==> config.mk <==
export PLATFORM = sky130hd
export DESIGN_NAME = msk_mcinv_sched
export DESIGN_NICKNAME = d
export VERILOG_FILES = /design/src/rtl/msk_mcinv_sched_pkg.sv /design/src/rtl/MSKaesMCinv.sv /design/src/rtl/msk_mcinv_sched_col_mux.sv /design/src/rtl/msk_mcinv_sched.sv
export SDC_FILE = /design/constraint.sdc
export NUM_CORES = 1
export LEC_CHECK = 0
export ABC_AREA = 1
export ABC_CLOCK_PERIOD_IN_PS = 8710
export BUFFER_PORTS_ARGS = -buffer_cell sky130_fd_sc_hd__buf_2
export CORE_MARGIN = 4
export CORE_UTILIZATION = 35
export CTS_CLUSTER_SIZE = 10
export DETAILED_ROUTE_END_ITERATION = 10
export GPL_TIMING_DRIVEN = 0
export PLACE_DENSITY_LB_ADDON = 0.15
export SLEW_MARGIN = 15
export SYNTH_ARGS = -nofsm -noshare
export SYNTH_HDL_FRONTEND = slang
export SYNTH_SLANG_ARGS = --single-unit
==> constraint.sdc <==
create_clock -name clk -period 8.71 [get_ports clk]
set_input_delay 1.3065 -clock clk [delete_from_list [all_inputs] [get_ports clk]]
set_output_delay 1.3065 -clock clk [all_outputs]
set_load 0.01 [all_outputs]
==> src/rtl/msk_mcinv_sched_pkg.sv <==
// msk_mcinv_sched_pkg: FSM encoding, column constants and share-packed byte slicing
// shared by the masked InvMixColumns scheduler (optional MSK_MCINV_PIPE_EN build).
package msk_mcinv_sched_pkg;
    localparam int NCOL  = 4;
    localparam int COL_W = 2;
    typedef enum logic [1:0] {IDLE, RUN, PIPE, DONE} state_t;
endpackage

`ifndef MSK_BYTE
`define MSK_BYTE(j, d) (j)*8*(d) +: 8*(d)
`endif

==> src/rtl/MSKaesMCinv.sv <==
// MSKaesMCinv: masked AES InvMixColumns on one column; the map is linear,
// so each share is processed on its own and share domains never mix.
module MSKaesMCinv #(parameter int d = 2) (
    input  logic [8*d-1:0] b0,
    input  logic [8*d-1:0] b1,
    input  logic [8*d-1:0] b2,
    input  logic [8*d-1:0] b3,
    output logic [8*d-1:0] a0,
    output logic [8*d-1:0] a1,
    output logic [8*d-1:0] a2,
    output logic [8*d-1:0] a3
);
    function automatic logic [7:0] xt(input logic [7:0] x);
        return {x[6:0], 1'b0} ^ (x[7] ? 8'h1b : 8'h00);
    endfunction

    function automatic logic [7:0] gm(input logic [7:0] x, input logic [3:0] k);
        logic [7:0] x2, x4, x8;
        x2 = xt(x);
        x4 = xt(x2);
        x8 = xt(x4);
        return ({8{k[0]}} & x) ^ ({8{k[1]}} & x2) ^ ({8{k[2]}} & x4) ^ ({8{k[3]}} & x8);
    endfunction

    for (genvar s = 0; s < d; s++) begin : g_sh
        logic [7:0] x0, x1, x2, x3;
        assign x0 = b0[8*s +: 8];
        assign x1 = b1[8*s +: 8];
        assign x2 = b2[8*s +: 8];
        assign x3 = b3[8*s +: 8];
        assign a0[8*s +: 8] = gm(x0, 4'he) ^ gm(x1, 4'hb) ^ gm(x2, 4'hd) ^ gm(x3, 4'h9);
        assign a1[8*s +: 8] = gm(x0, 4'h9) ^ gm(x1, 4'he) ^ gm(x2, 4'hb) ^ gm(x3, 4'hd);
        assign a2[8*s +: 8] = gm(x0, 4'hd) ^ gm(x1, 4'h9) ^ gm(x2, 4'he) ^ gm(x3, 4'hb);
        assign a3[8*s +: 8] = gm(x0, 4'hb) ^ gm(x1, 4'hd) ^ gm(x2, 4'h9) ^ gm(x3, 4'he);
    end
endmodule

==> src/rtl/msk_mcinv_sched_col_mux.sv <==
// msk_mcinv_col_mux: splits column col of the share-packed state into four row buses.
module msk_mcinv_col_mux
    import msk_mcinv_sched_pkg::*;
#(parameter int d = 2) (
    input  logic [128*d-1:0] src,
    input  logic [COL_W-1:0] col,
    output logic [8*d-1:0]   b0,
    output logic [8*d-1:0]   b1,
    output logic [8*d-1:0]   b2,
    output logic [8*d-1:0]   b3
);
    logic [32*d-1:0] column;
    assign column = src[32*d*int'(col) +: 32*d];
    assign b0 = column[`MSK_BYTE(0, d)];
    assign b1 = column[`MSK_BYTE(1, d)];
    assign b2 = column[`MSK_BYTE(2, d)];
    assign b3 = column[`MSK_BYTE(3, d)];
endmodule

==> src/rtl/msk_mcinv_sched.sv <==
// msk_mcinv_sched: streams one masked AES state through the shared column InvMixColumns
// datapath, one column per cycle. MSK_MCINV_PIPE_EN adds a register stage after the datapath.
module msk_mcinv_sched
    import msk_mcinv_sched_pkg::*;
#(parameter int d = 2) (
    input  logic             clk,
    input  logic             rst_n,
    input  logic             in_valid,
    output logic             in_ready,
    input  logic             in_bypass,
    input  logic [128*d-1:0] in_data,
    output logic             out_valid,
    input  logic             out_ready,
    output logic [128*d-1:0] out_data,
    output logic             busy
);
    state_t state_q, state_d;
    logic [COL_W-1:0] col_q, wcol;
    logic [128*d-1:0] src_q, dst_q;
    logic [8*d-1:0] b0, b1, b2, b3, a0, a1, a2, a3, w0, w1, w2, w3;
    logic accept, wen;

`ifdef MSK_MCINV_PIPE_EN
    localparam state_t LAST_NEXT = PIPE;
    logic [8*d-1:0] p0, p1, p2, p3;
    logic [COL_W-1:0] pcol_q;
    logic pwen_q;
    // Write side trails the datapath by one cycle; PIPE lets column 3 land.
    always_ff @(posedge clk or negedge rst_n) begin
        if (!rst_n) begin
            {p0, p1, p2, p3} <= '0;
            pcol_q <= '0;
            pwen_q <= 1'b0;
        end else begin
            {p0, p1, p2, p3} <= {a0, a1, a2, a3};
            pcol_q <= col_q;
            pwen_q <= state_q == RUN;
        end
    end
    assign {w0, w1, w2, w3} = {p0, p1, p2, p3};
    assign wcol = pcol_q;
    assign wen = pwen_q;
`else
    localparam state_t LAST_NEXT = DONE;
    assign {w0, w1, w2, w3} = {a0, a1, a2, a3};
    assign wcol = col_q;
    assign wen = state_q == RUN;
`endif

    assign accept = in_valid & in_ready;

    msk_mcinv_col_mux #(.d(d)) u_mux (
        .src(src_q), .col(col_q), .b0(b0), .b1(b1), .b2(b2), .b3(b3)
    );

    MSKaesMCinv #(.d(d)) u_mcinv (
        .b0(b0), .b1(b1), .b2(b2), .b3(b3), .a0(a0), .a1(a1), .a2(a2), .a3(a3)
    );

    always_ff @(posedge clk or negedge rst_n) begin
        if (!rst_n) state_q <= IDLE;
        else state_q <= state_d;
    end

    always_comb begin
        state_d = state_q;
        case (state_q)
            IDLE:    state_d = in_valid ? (in_bypass ? DONE : RUN) : IDLE;
            RUN:     state_d = (col_q == COL_W'(NCOL - 1)) ? LAST_NEXT : RUN;
            PIPE:    state_d = DONE;
            DONE:    state_d = out_ready ? IDLE : DONE;
            default: state_d = IDLE;
        endcase
    end

    always_comb begin
        in_ready  = state_q == IDLE;
        out_valid = state_q == DONE;
        busy      = state_q != IDLE;
    end

    // Inputs are only sampled on accept, so X on idle inputs never reaches state.
    always_ff @(posedge clk or negedge rst_n) begin
        if (!rst_n) begin
            col_q <= '0;
            src_q <= '0;
            dst_q <= '0;
        end else begin
            col_q <= accept ? '0 : (state_q == RUN) ? col_q + 1'b1 : col_q;
            if (accept) src_q <= in_data;
            if (accept && in_bypass) dst_q <= in_data;
            else if (wen) dst_q[32*d*int'(wcol) +: 32*d] <= {w3, w2, w1, w0};
        end
    end

    assign out_data = dst_q;
endmodule
==> results of run 1 <==
## per-layer routing
layer  vias up  track usage  wire [um]
met5         -            0         46
met4         8       0.1599       9796
met3       403       0.1146      21920
met2      2055       0.5429      77130
met1     16640       0.4803      72800
li1      15290            -          -
## flip-flops by register name, summed over array words and instances, names as in the netlist
name	cells
col_q	2
state_q	2
src_q	256
out_data	256
## Yosys cell counts (25+ instances only)
cell type / n
nand4_1: 72
nand2_1: 1997
xnor2_1: 92
nand3_1: 414
clkbuf_1: 140
xor2_1: 181
o211ai_1: 51
dfrtp_1: 516
inv_2: 32
inv_1: 396
nor2_1: 35
o21bai_1: 25
o21ai_0: 307
nand2_2: 75
## per-stage QoR
step	cell area, um2	utilization	instances
final	38160	0.4214	6317
after global routing	38150	0.4213	6313
after CTS	38150	0.4213	6312
after detailed placement	36390	0.4018	6227
after global placement	36190	0.3997	6220
after floorplan	32120	-	4525
## final cells by class
| cell class | instances | area (um2) | area share |
|---|---|---|---|
| Buffer | 207 | 982.2 | 0.02574 |
| Sequential cell | 516 | 12910 | 0.3383 |
| Tap cell | 1176 | 1471 | 0.03856 |
| Inverter | 433 | 1633 | 0.04279 |
| Multi-Input combinational cell | 3369 | 16610 | 0.4352 |
| Timing Repair Buffer | 526 | 2784 | 0.07295 |
| Antenna cell | 5 | 12.51 | 0.0003279 |
| Clock buffer | 74 | 1615 | 0.04233 |
| Clock inverter | 11 | 143.9 | 0.003770 |
## worst paths after layout
path | slack (ns) | endpoint | start | cells past startpoint
max in group asynchronous | 6.42 | src_q[39]$_DFFE_PN0P_ | rst_n | 4
worst min-delay path | 0.48 | src_q[177]$_DFFE_PN0P_ | src_q[177]$_DFFE_PN0P_ | 2
worst max register to register | 3.28 | out_data[110]$_DFFE_PN0P_ | col_q[0]$_DFFE_PN0P_ | 15
worst max-delay path | 3.28 | out_data[110]$_DFFE_PN0P_ | col_q[0]$_DFFE_PN0P_ | 15
min in group asynchronous | 0.55 | out_data[115]$_DFFE_PN0P_ | rst_n | 1
worst min register to register | 0.48 | src_q[177]$_DFFE_PN0P_ | src_q[177]$_DFFE_PN0P_ | 2
## worst register-to-register path: stages (launching register included)
cell and delay [ns]:
dfrtp_1 0.43, buf_6 0.17, inv_4 0.06, buf_6 0.16
buf_6 0.21, buf_6 0.23, clkbuf_1 0.64, ha_1 0.32
inv_1 0.08, nor2_1 0.15, nand3_1 0.81, inv_1 0.33
clkbuf_1 0.73, clkbuf_1 0.64, nand3_1 0.29, nand2_1 0.13
## cells by family (layout without fill, tap and decap cells)
family	count (synthesis)	count (layout)	share of synthesized area
other cells	0	5	0
xor+xnor	319	319	0.1007
flops	516	516	0.4019
fa+ha+maj	5	5	0.001947
compound gates	387	387	0.06691
simple gates	2658	2658	0.3472
buf+inv	640	1251	0.08129
==> impl_metrics.py, run 1 <==
metrics = {
    "sta": {
        "hold_viol_final": 0,
        "whs_ns": 0.4842,
        "period_minus_slack_ns": 5.426,
        "rsz0062_at_grt": "false",
        "fin_crit_sh": 0.6230,
        "fmax_mhz": 184.3,
        "relSlewSlack": 0.1190,
        "final.setup.worst_slack_ns": 3.284,
        "drv_slew": 0,
        "tightest_slew_ns": 1.322,
        "setup_tns_ns": 0,
        "finalSetupViolations": 0,
        "finClkSkew_ns": 0.03444,
    },
    "yosys": {
        "netlist_instances": 4525,
        "syn_area_per_cell_um2": 7.099,
        "synth_nets": 4791,
        "ys_async_sr_fraction": 1.000,
        "synthesis.area_um2": 32120,
        "ys_top_cells_by_area": "dfrtp_1 40%, nand2_1 23%, nand3_1 6.4%",
        "synth-edff-count": 0,
        "synthFlopType": "dfrtp_1",
        "synth-seq-area-share": 0.4019,
        "synth-seq-cells": 516,
        "yosys_warnings": 0,
        "synth_cell_types": 38,
        "netlist.area_leader.share": 0.4019,
        "synth_top_cell_by_area": "dfrtp_1",
    },
    "clocking": {
        "root_buffer": "clkbuf_16",
        "cts_tree": "done",
        "cts.clk_slew.worst_paths_ns": 0.06,
        "cts.repair.resized": 0,
        "post_cts_buffers": 0,
        "cts_sinks": 516,
        "clockBufferDepth": 3,
        "clk_latency_ns": 0.68,
        "cts-htree-levels": 2,
        "cts_buffers": 61,
        "ctsHoldBuffers": 0,
    },
    "placed_design": {
        "port-buffer-count": 519,
        "dp_slack_ns": 3.624,
        "place_congestion": 1.057,
        "dp_hpwl_mm": 147.6,
    },
    "worst_setup_path": {
        "path_class": "flip-flop to flip-flop",
        "critPathBufInv": 10,
        "worstPathCellList": "buf_6 > inv_4 > buf_6 > buf_6 > buf_6 > clkbuf_1 > ha_1 > inv_1 > nor2_1 > nand3_1 > inv_1 > clkbuf_1 > clkbuf_1 > nand3_1 > nand2_1",
        "cpLargestDelayFamily": "buffers and inverters",
        "cp_max_fo": 11,
        "crit_path_end_kind": "flip-flop",
        "cpPeakStageDelay_ns": 0.81,
        "cp-start-kind": "flip-flop",
        "path_common_cell": "buf_6",
        "required_ns": 9.32,
        "cp.arrival_ns": 6.04,
        "slowest_stage": "nand3_1",
    },
    "routing": {
        "drcViolationCount": 0,
        "post_drt_wl_per_cell_um": 28.76,
        "wl_mm": 181.7,
        "vias": 34390,
        "drt_iter0_markers": 4129,
        "firstDrtPassIters": 6,
        "via_per_inst": 5.444,
        "ant_nets": 0,
    },
    "run": {
        "drv_cap": 0,
    },
    "floorplan": {
        "initial_core_util": 0.3547,
        "dieArea_um2": 96700,
        "core_um2": 90560,
        "die_h_um": 311.0,
        "rows": 110,
        "io_pins": 520,
        "dieWidth_um": 311.0,
    },
    "layout": {
        "drive_gt1_frac": 0.1659,
        "synthToLayoutAreaGrowth_pct": 18.80,
        "final_common_cell": "nand2_1",
        "final_cell_mix": "1997 x nand2_1, 538 x buf_2, 516 x dfrtp_1, 414 x nand3_1, 396 x inv_1",
        "fillCellCount": 9667,
        "nets": 5380,
    },
    "global_route": {
        "grt-ovfl-total": 0,
        "antenna_found_initial": 11,
        "grt_pass1_wl_mm": 248.9,
        "grt_usage": 0.3621,
        "grt_max_degree": 100,
        "grt_pass1_vias": 31880,
    },
    "worst_hold_path": {
        "hold_path.class": "flip-flop to flip-flop",
    },
    "run_status": {
        "status": "complete, no violations",
    },
}
Power of run 1 is not shown: default switching activity piles up to over one toggle a cycle in this logic, so the estimate is an artifact.
==> run 2, diff against run 1 <==
--- a/config.mk
+++ b/config.mk
@@ -6,7 +6,7 @@
 export NUM_CORES = 1
 export LEC_CHECK = 0
 export ABC_AREA = 1
-export ABC_CLOCK_PERIOD_IN_PS = 8710
+export ABC_CLOCK_PERIOD_IN_PS = 5300
 export BUFFER_PORTS_ARGS = -buffer_cell sky130_fd_sc_hd__buf_2
 export CORE_MARGIN = 4
 export CORE_UTILIZATION = 35
==> constraint.sdc (replaced) <==
create_clock -name clk -period 5.3 [get_ports clk]
set_input_delay 0.795 -clock clk [delete_from_list [all_inputs] [get_ports clk]]
set_output_delay 0.795 -clock clk [all_outputs]
set_load 0.01 [all_outputs]
==> impl_metrics.py, run 2 (same netlist as run 1, synthesis figures left out) <==
metrics = {
    "routing": {
        "post_drt_wl_per_cell_um": 28.78,
        "vias": 34500,
        "drcViolationCount": 0,
        "ant_nets": 0,
        "via_per_inst": 5.459,
        "drt_iter0_markers": 3987,
        "firstDrtPassIters": 6,
        "wl_mm": 181.9,
    },
    "clocking": {
        "cts_tree": "done",
        "cts.repair.resized": 0,
        "cts.clk_slew.worst_paths_ns": 0.06,
        "cts_sinks": 516,
        "clk_latency_ns": 0.68,
        "cts_buffers": 61,
        "clockBufferDepth": 3,
        "post_cts_buffers": 0,
        "cts-htree-levels": 2,
        "root_buffer": "clkbuf_16",
        "ctsHoldBuffers": 0,
    },
    "layout": {
        "nets": 5380,
        "synthToLayoutAreaGrowth_pct": 18.84,
        "fillCellCount": 9665,
        "final_cell_mix": "1997 x nand2_1, 538 x buf_2, 516 x dfrtp_1, 413 x nand3_1, 396 x inv_1",
        "drive_gt1_frac": 0.1661,
        "final_common_cell": "nand2_1",
    },
    "floorplan": {
        "core_um2": 90560,
        "rows": 110,
        "io_pins": 520,
        "dieWidth_um": 311.0,
        "die_h_um": 311.0,
        "dieArea_um2": 96700,
        "initial_core_util": 0.3547,
    },
    "run_status": {
        "status": "complete, no violations",
    },
    "worst_setup_path": {
        "cp_max_fo": 11,
        "worstPathCellList": "buf_6 > inv_4 > buf_6 > buf_6 > buf_6 > clkbuf_1 > ha_1 > clkbuf_1 > nand2_1 > nor3_1 > inv_1 > clkbuf_1 > o211ai_1",
        "cp-startpoint": "col_q[0]$_DFFE_PN0P_",
        "required_ns": 5.87,
        "crit_path_end_kind": "flip-flop",
        "path_common_cell": "buf_6",
        "cpPeakStageDelay_ns": 0.98,
        "r2r-start": "col_q[0]$_DFFE_PN0P_",
        "slowest_stage": "nor3_1",
        "rrSetupSlack_ns": 0.13,
        "cp.arrival_ns": 5.74,
        "path_class": "flip-flop to flip-flop",
        "cp-start-kind": "flip-flop",
    },
    "sta": {
        "finalSetupViolations": 0,
        "fin_crit_sh": 0.9750,
        "relSlewSlack": 0.1160,
        "drv_slew": 0,
        "finClkSkew_ns": 0.03082,
        "whs_ns": 0.03949,
        "hold_viol_final": 0,
        "rsz0062_at_grt": "false",
        "tightest_slew_ns": 1.326,
        "fmax_mhz": 193.5,
        "period_minus_slack_ns": 5.167,
    },
    "worst_hold_path": {
        "hold_path.class": "primary input to async pin",
    },
    "global_route": {
        "antenna_found_initial": 11,
        "grt_pass1_vias": 31880,
        "grt_pass1_wl_mm": 248.9,
        "grt-ovfl-total": 0,
        "grt_max_degree": 100,
        "grt_usage": 0.3621,
    },
    "placed_design": {
        "port-buffer-count": 519,
        "dp_hpwl_mm": 147.6,
        "place_congestion": 1.057,
    },
    "run": {
        "drv_cap": 0,
    },
}
run 2: routing by layer:
metal / routed length [um] / up-vias / global-route usage / part of all wire
met2: 77000 / 2076 / 0.5429 / 0.42
met1: 73250 / 16710 / 0.4803 / 0.40
met5: 46 / - / 0 / 0.00025
met3: 21750 / 409 / 0.1146 / 0.12
li1: - / 15300 / - / -
met4: 9869 / 8 / 0.1599 / 0.054
run 2: path summary, 6_finish.rpt:
kind	depth (start not counted)	end
max reg2reg	13	out_data[33]$_DFFE_PN0P_
max in group asynchronous	4	out_data[10]$_DFFE_PN0P_
min	1	out_data[115]$_DFFE_PN0P_
min in group clk	3	src_q[135]$_DFFE_PN0P_
max	13	out_data[33]$_DFFE_PN0P_
min reg2reg	2	src_q[49]$_DFFE_PN0P_
run 2: metrics by stage:
| step | instance area [um2] | worst slack [ns] | cells | utilization | setup TNS (ns) |
|---|---|---|---|---|---|
| floorplan | 32120 | 2.545 | 4525 | - | 0 |
| global placement | 36190 | -8.039 | 6220 | 0.3997 | -4103.95 |
| detailed placement | 36390 | 0.2140 | 6227 | 0.4018 | 0 |
| CTS | 38150 | 0.1683 | 6312 | 0.4213 | 0 |
| global route | 38160 | 0.1518 | 6313 | 0.4213 | 0 |
| finish | 38180 | 0.1327 | 6320 | 0.4215 | 0 |
run 2: final cells by class:
type                            instances  area, um2  area share
Antenna cell                            8      20.02   0.0005244
Buffer                                207      982.2     0.02573
Clock buffer                           74       1615     0.04231
Clock inverter                         11      143.9    0.003769
Inverter                              433       1633     0.04277
Multi-Input combinational cell       3369      16610      0.4352
Sequential cell                       516      12910      0.3382
Tap cell                             1176       1471     0.03854
Timing Repair Buffer                  526       2784     0.07292
run 2: critical path, delay by kind of cell (launching register included):
kind / cells / cell delay, ns
buffers and inverters: 9 / 2.95
and+or+nand+nor: 2 / 1.16
DFF: 1 / 0.44
adders and majority gates: 1 / 0.26
AOI/OAI and AO/OA: 1 / 0.25
Power of run 2 is left out for the same reason.
